### src/rtl/alu_result_fifo.sv
// alu_result_fifo: first-word-fall-through FIFO of ALU results.
// Each entry holds the 8-bit result plus {U,V,N,Z} flags, which are computed once at push time.
// sticky_v records any pushed overflow until it is cleared.
module alu_result_fifo #(
  parameter int unsigned DEPTH = 4
) (
  input  logic                     clk,
  input  logic                     rst,
  input  logic                     in_valid,
  output logic                     in_ready,
  input  logic [2:0]               in_op,
  input  logic [7:0]               in_a,
  input  logic [7:0]               in_b,
  input  logic [7:0]               in_res,
  output logic                     out_valid,
  input  logic                     out_ready,
  output logic [7:0]               out_res,
  output logic [3:0]               out_flags,
  output logic [$clog2(DEPTH):0]   count,
  output logic                     sticky_v,
  input  logic                     clr_sticky
);

  localparam int unsigned AW = $clog2(DEPTH);
  localparam int unsigned CW = AW + 1;
  localparam logic [CW-1:0] FullCount = CW'(DEPTH);

  // Entry layout: {res[7:0], U, V, N, Z}
  logic [11:0]   mem_q [DEPTH];
  logic [AW-1:0] wptr_q, wptr_d;
  logic [AW-1:0] rptr_q, rptr_d;
  logic [CW-1:0] count_q, count_d;
  logic          sticky_q, sticky_d;

  logic          push, pop;
  logic          flag_z, flag_n, flag_v, flag_u;
  logic [3:0]    in_flags;
  logic [11:0]   head;

  // Handshake: readiness depends only on stored occupancy, never on out_ready.
  always_comb begin
    in_ready  = (count_q < FullCount);
    out_valid = (count_q != '0);
    push      = in_valid && in_ready;
    pop       = out_ready && out_valid;
  end

  // Flag generation from the incoming ALU transaction.
  always_comb begin
    flag_z = (in_res == 8'd0);
    flag_n = in_res[7];
    flag_u = (in_op >= 3'b101);
    case (in_op)
      3'b000:  flag_v = (in_a[7] == in_b[7]) && (in_res[7] != in_a[7]);
      3'b001:  flag_v = (in_a[7] != in_b[7]) && (in_res[7] != in_a[7]);
      default: flag_v = 1'b0;
    endcase
    in_flags = {flag_u, flag_v, flag_n, flag_z};
  end

  // Next-state for pointers, occupancy and the sticky overflow bit.
  always_comb begin
    wptr_d  = wptr_q;
    rptr_d  = rptr_q;
    count_d = count_q;
    if (push) wptr_d = wptr_q + AW'(1);
    if (pop)  rptr_d = rptr_q + AW'(1);
    unique case ({push, pop})
      2'b10:   count_d = count_q + CW'(1);
      2'b01:   count_d = count_q - CW'(1);
      default: count_d = count_q;
    endcase
    // A pushed overflow takes priority over a same-cycle clear.
    if (push && flag_v) begin
      sticky_d = 1'b1;
    end else if (clr_sticky) begin
      sticky_d = 1'b0;
    end else begin
      sticky_d = sticky_q;
    end
  end

  // Control state; reset acts immediately so outputs drop without a clock.
  always_ff @(posedge clk or posedge rst) begin
    if (rst) begin
      wptr_q   <= '0;
      rptr_q   <= '0;
      count_q  <= '0;
      sticky_q <= 1'b0;
    end else begin
      wptr_q   <= wptr_d;
      rptr_q   <= rptr_d;
      count_q  <= count_d;
      sticky_q <= sticky_d;
    end
  end

  // Storage array; contents are don't-care after reset since count gates visibility.
  always_ff @(posedge clk) begin
    if (push) mem_q[wptr_q] <= {in_res, in_flags};
  end

  // Head presentation, forced to zero while empty.
  always_comb begin
    head      = mem_q[rptr_q];
    out_res   = out_valid ? head[11:4] : 8'd0;
    out_flags = out_valid ? head[3:0]  : 4'd0;
    count     = count_q;
    sticky_v  = sticky_q;
  end

endmodule

### config.mk
export PLATFORM = sky130hd
export DESIGN_NAME = alu_result_fifo
export DESIGN_NICKNAME = d
export VERILOG_FILES = /design/src/rtl/alu_result_fifo.sv
export SDC_FILE = /design/constraint.sdc
export NUM_CORES = 1
export LEC_CHECK = 0
export ABC_AREA = 1
export BUFFER_PORTS_ARGS = -buffer_cell sky130_fd_sc_hd__buf_4
export CAP_MARGIN = 30
export CORE_MARGIN = 2
export CORE_UTILIZATION = 42
export DETAILED_ROUTE_END_ITERATION = 16
export PLACE_DENSITY = 0.67
export SLEW_MARGIN = 20
export SYNTH_ARGS = -nofsm -noshare
export SYNTH_HDL_FRONTEND = slang
export SYNTH_SLANG_ARGS = --single-unit
### constraint.sdc
create_clock -name clk -period 1.5 [get_ports clk]
set_input_delay 0 -clock clk [delete_from_list [all_inputs] [get_ports clk]]
set_output_delay 0 -clock clk [all_outputs]
set_load 0.03 [all_outputs]
After elaboration in Yosys (flattened, before gate mapping). Memory sizes are Yosys's and may differ from the RTL's. Index checks and enable logic that the tools add are counted.

Register bits after elaboration: 8. Memory bits (writable): 48. Input bits: 32. Logic and storage cells: 35. Memories kept: 1.

$add $sub $neg: 4. Magnitude comparators: 2. Equal/unequal tests: 6. Mux-type cells: 8. Reduce and logical (&&, ||, !) cells: 10.

Memory list: mem_q (depth 4, width 12, rd ports 1, clocked after Yosys merged registers in 0, wr ports 1, RTL line 29) `logic [11:0] mem_q [DEPTH];`.

Operator list (count): $logic_not A8 Y1 (1); $mux W8 (1); $pmux W3 S2 (1); $logic_and A1 B1 Y1 (5); $add A2 B1 Y2 const B (2); $mux W1 (4); $mux W4 (1); $reduce_bool A2 Y1 (2); $add A3 B1 Y3 const B (1); $eq A3 B1 Y1 const B (1); $ge A3 B3 Y1 const B (1); $logic_not A3 Y1 (1); $lt A3 B3 Y1 const B (1); $reduce_bool A3 Y1 (1); $sub A3 B1 Y3 const B (1); $eq A2 B1 Y1 const B (1); $eq A2 B2 Y1 const B (1); $ne A1 B1 Y1 (2); $pmux W1 S2 (1); $eq A1 B1 Y1 (1).

Depth between registers and ports, before layout.
Word-level depth: 5. Depth in mapped cells: 11. Gate-level depth less buffers: 11.

Least setup slack after synthesis. OpenSTA, ideal clock, no wires.

Kind: reg2reg. Start point: register count_q[2], in the netlist count[2]. End point: register count_q[2], in the netlist count[2]. Setup time: 81 ps. Arrival: 2215 ps. Required time: 1419 ps. Setup slack: -795 ps. Cell stages (with the launch flop): 12. Buffers on the path: 0. Path through: dfrtp_1 > inv_1 > nand3_1 > nand2_1 > inv_1 > ha_1 > inv_1 > fa_1 > nor2_1 > nor2_1 > nand2_1 > xor2_1.

Longest elaborated chain between the ends: 4.

RTL lines: start, declared (RTL line 32) `logic [CW-1:0] count_q, count_d;`; start signal, assigned (RTL line 93) `count_q <= count_d;`; $lt A3 B3 Y1 * (RTL line 42) `in_ready = (count_q < FullCount);`; net in_ready (RTL line 10) `output logic in_ready,`; $logic_and A1 B1 Y1 * (RTL line 44) `push = in_valid && in_ready;`; $eq A2 B1 Y1 / $eq A2 B2 Y1 (equally long branches) (RTL line 68) `unique case ({push, pop})`; $pmux W3 S2 / $reduce_bool A2 Y1 (equally long branches).

The timed path passes the listed nets; every way through them passes the cells marked *. A chain may end at the register's enable or synchronous reset.

Worst setup path in the final report.
Start point: register count_q[2], in the netlist count[2]. End point: register count_q[2], in the netlist count[2].

Longest elaborated chain between the ends: 4.

RTL lines: $reduce_bool A3 Y1 * (RTL line 43) `out_valid = (count_q != '0);`; $logic_and A1 B1 Y1 * (RTL line 45) `pop = out_ready && out_valid;`; net pop (RTL line 35) `logic push, pop;`; $eq A2 B1 Y1 / $eq A2 B2 Y1 (equally long branches) (RTL line 68); $pmux W3 S2 / $reduce_bool A2 Y1 (equally long branches).

Marks and branches as above.

==> summary.md <==
| Metric | Value |
|---|---|
| Final setup fails | `11` |
| Clock skew | `just under 9 ps` |
| RSZ-0062 raised after global routing | `yes` |
| Most frequent CP cell | `inv_2` |
| Via count | `1663` |
| CTS root buffer | `clkbuf_8` |
| Setup ws final | `-80.0 ps` |
| Synth Instances | `209` |
| Status | `complete, but fails checks` |
| Syn Nets | `247` |
| Pin count of the biggest net entering global routing | `25` |
| Violated checks | `negative setup slack` |
| Die Y | `77.8 um` |
| Sequential area share after synthesis | `0.666` |
| Tcrit/Tclk final | `1.05` |
| Maximum vdd drop | `0.000782 V` |
| Top-area cell type share of the netlist area | `0.578` |
| DRT Pass-1 Iters | `4` |
| Multi-input gate area | `slightly below 800 um^2` |
| Flops & latches, synth | `52` |
| Xor/xnor share of the synthesized area | `0.0153` |
| Nets | `about 320` |
| Achievable Freq | `633 MHz` |
| Vias per Instance | `approximately 4.7` |
| Register area | `0.00153 mm^2` |
| TNS Setup | `-311 ps` |
| N_diodes | `0` |
| CP cell instances | `inv_6, nand3_4, nand2_2, inv_2, ha_4, inv_2, fa_2, nor2_2, nor2_1, nand2_1, xor2_1` |
| CTS Buffer Depth | `2` |
| PortBufs | `35` |
| Startpoint Class | `register` |
| P&R area growth vs syn | `40.2%` |
| Largest fanout on the critical path | `3` |
| Simple-gate share of the synthesized area | `0.135` |
| Worst setup path category | `reg2reg` |
| Util after Layout | `0.619` |
| Non-Filler Instances | `352` |
| Hold Path Class | `in2reg` |
| Final hold vios | `0` |
| Post-route minimum period | `1580 ps` |
| Wire length per cell | `~14 um` |
| Die area | `0.00605 mm^2` |
| Adder-cell share of the synthesized area | `0.0361` |
| Drc violations | `0` |
| Yosys Warn Count | `0` |
| Synth Area in Compound Gates | `0.0810` |
| Max-Cap Viols | `0` |
| Leakage power total | `1.30 nW` |
| RD Place Congestion | `0.736` |
| Post-route ant nets | `0` |
| Max-slew violations | `0` |
| 1st-iter DRT viols | `73` |
| Cell variety after synth | `20` |
| TritonCTS Buffers | `5` |
| Die width | `77.8 um` |
| Starting density of the core | `0.442` |
| PwrDens | `2050 mW/mm^2` |
| Vias in the first global route | `~1.6k` |
| Top delay family on crit path | `adder cells` |
| Initial antenna violation count | `0` |
| CP endpoint kind | `register` |
| DP Cell Count | `around 330` |
| Worst path slowest cell | `dfrtp_2` |
| H-tree level count | `2` |
| Routed WL | `4.81 mm` |
| CTS clk-pin slew, worst paths | `~90 ps` |
| Largest family of logic cells by synthesized area | `simple AND/OR/NAND/NOR gates` |
| Std-Cell Rows | `26` |
| Hpwl dp | `3.01 mm` |
| CTS tree | `done` |
| GR Overflow Total | `0` |
| Arrival @ worst endpoint | `1820 ps` |
| Layout cells sized above 1 | `0.418` |
| # fillers | `409` |
| Worst-Margin Slew | `between 500 and 600 ps` |
| Slew HR | `0.618` |
| Post-synthesis cell area | `0.00229 mm^2` |
| Clock Latency Late Sink | `~310 ps` |
| Biggest area consumer among synthesized cells | `edfxtp_1` |
| Worst Path Required | `1740 ps` |
| Largest cells by area after synthesis | `edfxtp_1, dfrtp_1, nor2_1, inv_1, nand2_1` |
| Worst slack, placed | `-68.1 ps` |
| Multiplexer area fraction after synthesis | `0` |
| Core footprint | `0.00517 mm^2` |
| Buf/Inv on CP | `3` |
| First-pass GRT wire length | `7.87 mm` |
| I/O pin cnt | `50` |
| Worst path max stage delay | `410 ps` |
| Sink Count | `52` |
| Total track usage | `0.173` |
| Syn_area_per_cell | `10.9 um^2` |
-- stage by stage --
step / hold WS (ps) / total power, mW / cell area, um^2
2_1_floorplan: -185 / 4.06 / 2330
3_3_place_gp: -19.2 / 5.05 / 2760
3_5_place_dp: -13.0 / 5.10 / 2760
4_1_cts: 40.2 / 6.30 / 3090
5_1_grt: 70.2 / 6.99 / 3200
6_report: 38.1 / 6.56 / 3200
-- worst reg2reg max path, cell delays in order (launching register included) --
cell	delay, ps
dfrtp_2	410
inv_6	40
nand3_4	70
nand2_2	60
inv_2	70
ha_4	120
inv_2	40
fa_2	360
nor2_2	80
nor2_1	40
nand2_1	60
xor2_1	140
-- metal layers --
layer | global-route usage | up-vias | part of all wire
met1 | 0.213 | 785 | 0.42
met3 | 0.0430 | 14 | 0.038
li1 | - | 833 | -
met5 | 0 | - | 0
met4 | 0.0768 | 0 | 0.028
met2 | 0.288 | 31 | 0.51
-- cell usage in the layout (no fill, tap or decap), types with 7 or more instances in the layout --
| master | synthesis | final |
|---|---|---|
| a21oi_1 | 12 | 8 |
| nor2_1 | 53 | 31 |
| o21ai_1 | 13 | 17 |
| dlygate4sd3_1 | 0 | 10 |
| nor2_2 | 0 | 15 |
| edfxtp_1 | 44 | 44 |
| buf_6 | 3 | 14 |
| nor2_4 | 0 | 7 |
| buf_4 | 3 | 49 |
| inv_1 | 22 | 16 |
| nand2_1 | 19 | 18 |
-- final timing paths --
path                               start   endpoint  slack, ps  depth (start not counted)
worst max-delay path            count[2]   count[2]        -80                         11
worst min-delay path             in_a[7]   sticky_v         40                          5
worst max register to register  count[2]   count[2]        -80                         11
worst min register to register  sticky_v   sticky_v        490                          2
max in group asynchronous            rst  rptr_q[0]       1030                          3
min in group asynchronous            rst   sticky_v        200                          3
-- flip-flops by register name, summed over array words and instances (netlist names) --
signal,cells
rptr_q,2
wptr_q,2
sticky_v,1
count,3
mem_q,44
-- report_power, final --
group	switching, mW	total (mW)	internal (mW)	leakage, nW
Sequential	0.165	2.02	1.85	0.498
Clock	0.461	0.795	0.335	0.0485
Combinational	2.19	3.75	1.56	0.752
-- cells by family after synthesis --
logic type	Yosys count
AO/OA/AOI/OAI	37
XOR/XNOR	4
adder cells (fa/ha/maj)	6
buffers and inverters	31
flip-flops	52
AND/OR/NAND/NOR	79
-- what timing repair did --
item,CTS,global route
pin swaps,15,19
hold buffers,10,0
setup endpoints to repair,14,17
resized for setup,32,34
buffers inserted,5,1
hold endpoints to repair,41,0
gates cloned,2,0
-- Yosys cell counts --
| cell type | number |
|---|---|
| buf_6 | 3 |
| a21oi_1 | 12 |
| and2_1 | 1 |
| ha_1 | 5 |
| o21ai_0 | 12 |
| nor2_1 | 53 |
| dfrtp_1 | 8 |
| edfxtp_1 | 44 |
| nor4_1 | 1 |
| o21ai_1 | 13 |
| or2_2 | 1 |
| inv_2 | 1 |
| xor2_1 | 3 |
| inv_1 | 22 |
| buf_2 | 2 |
| nand3_1 | 4 |
| buf_4 | 3 |
| nand2_1 | 19 |
| xnor2_1 | 1 |
| fa_1 | 1 |
-- area by class of cell --
| class | instances | share of cell area |
|---|---|---|
| clock buffers | 5 | 0.0215 |
| clock inverters | 3 | 0.00703 |
| inverters | 23 | 0.0312 |
| multi-input cells | 126 | 0.241 |
| flip-flops and latches | 52 | 0.476 |
| well taps | 70 | 0.0273 |
| repair buffers | 73 | 0.195 |
(Power assumes the default switching activity.)
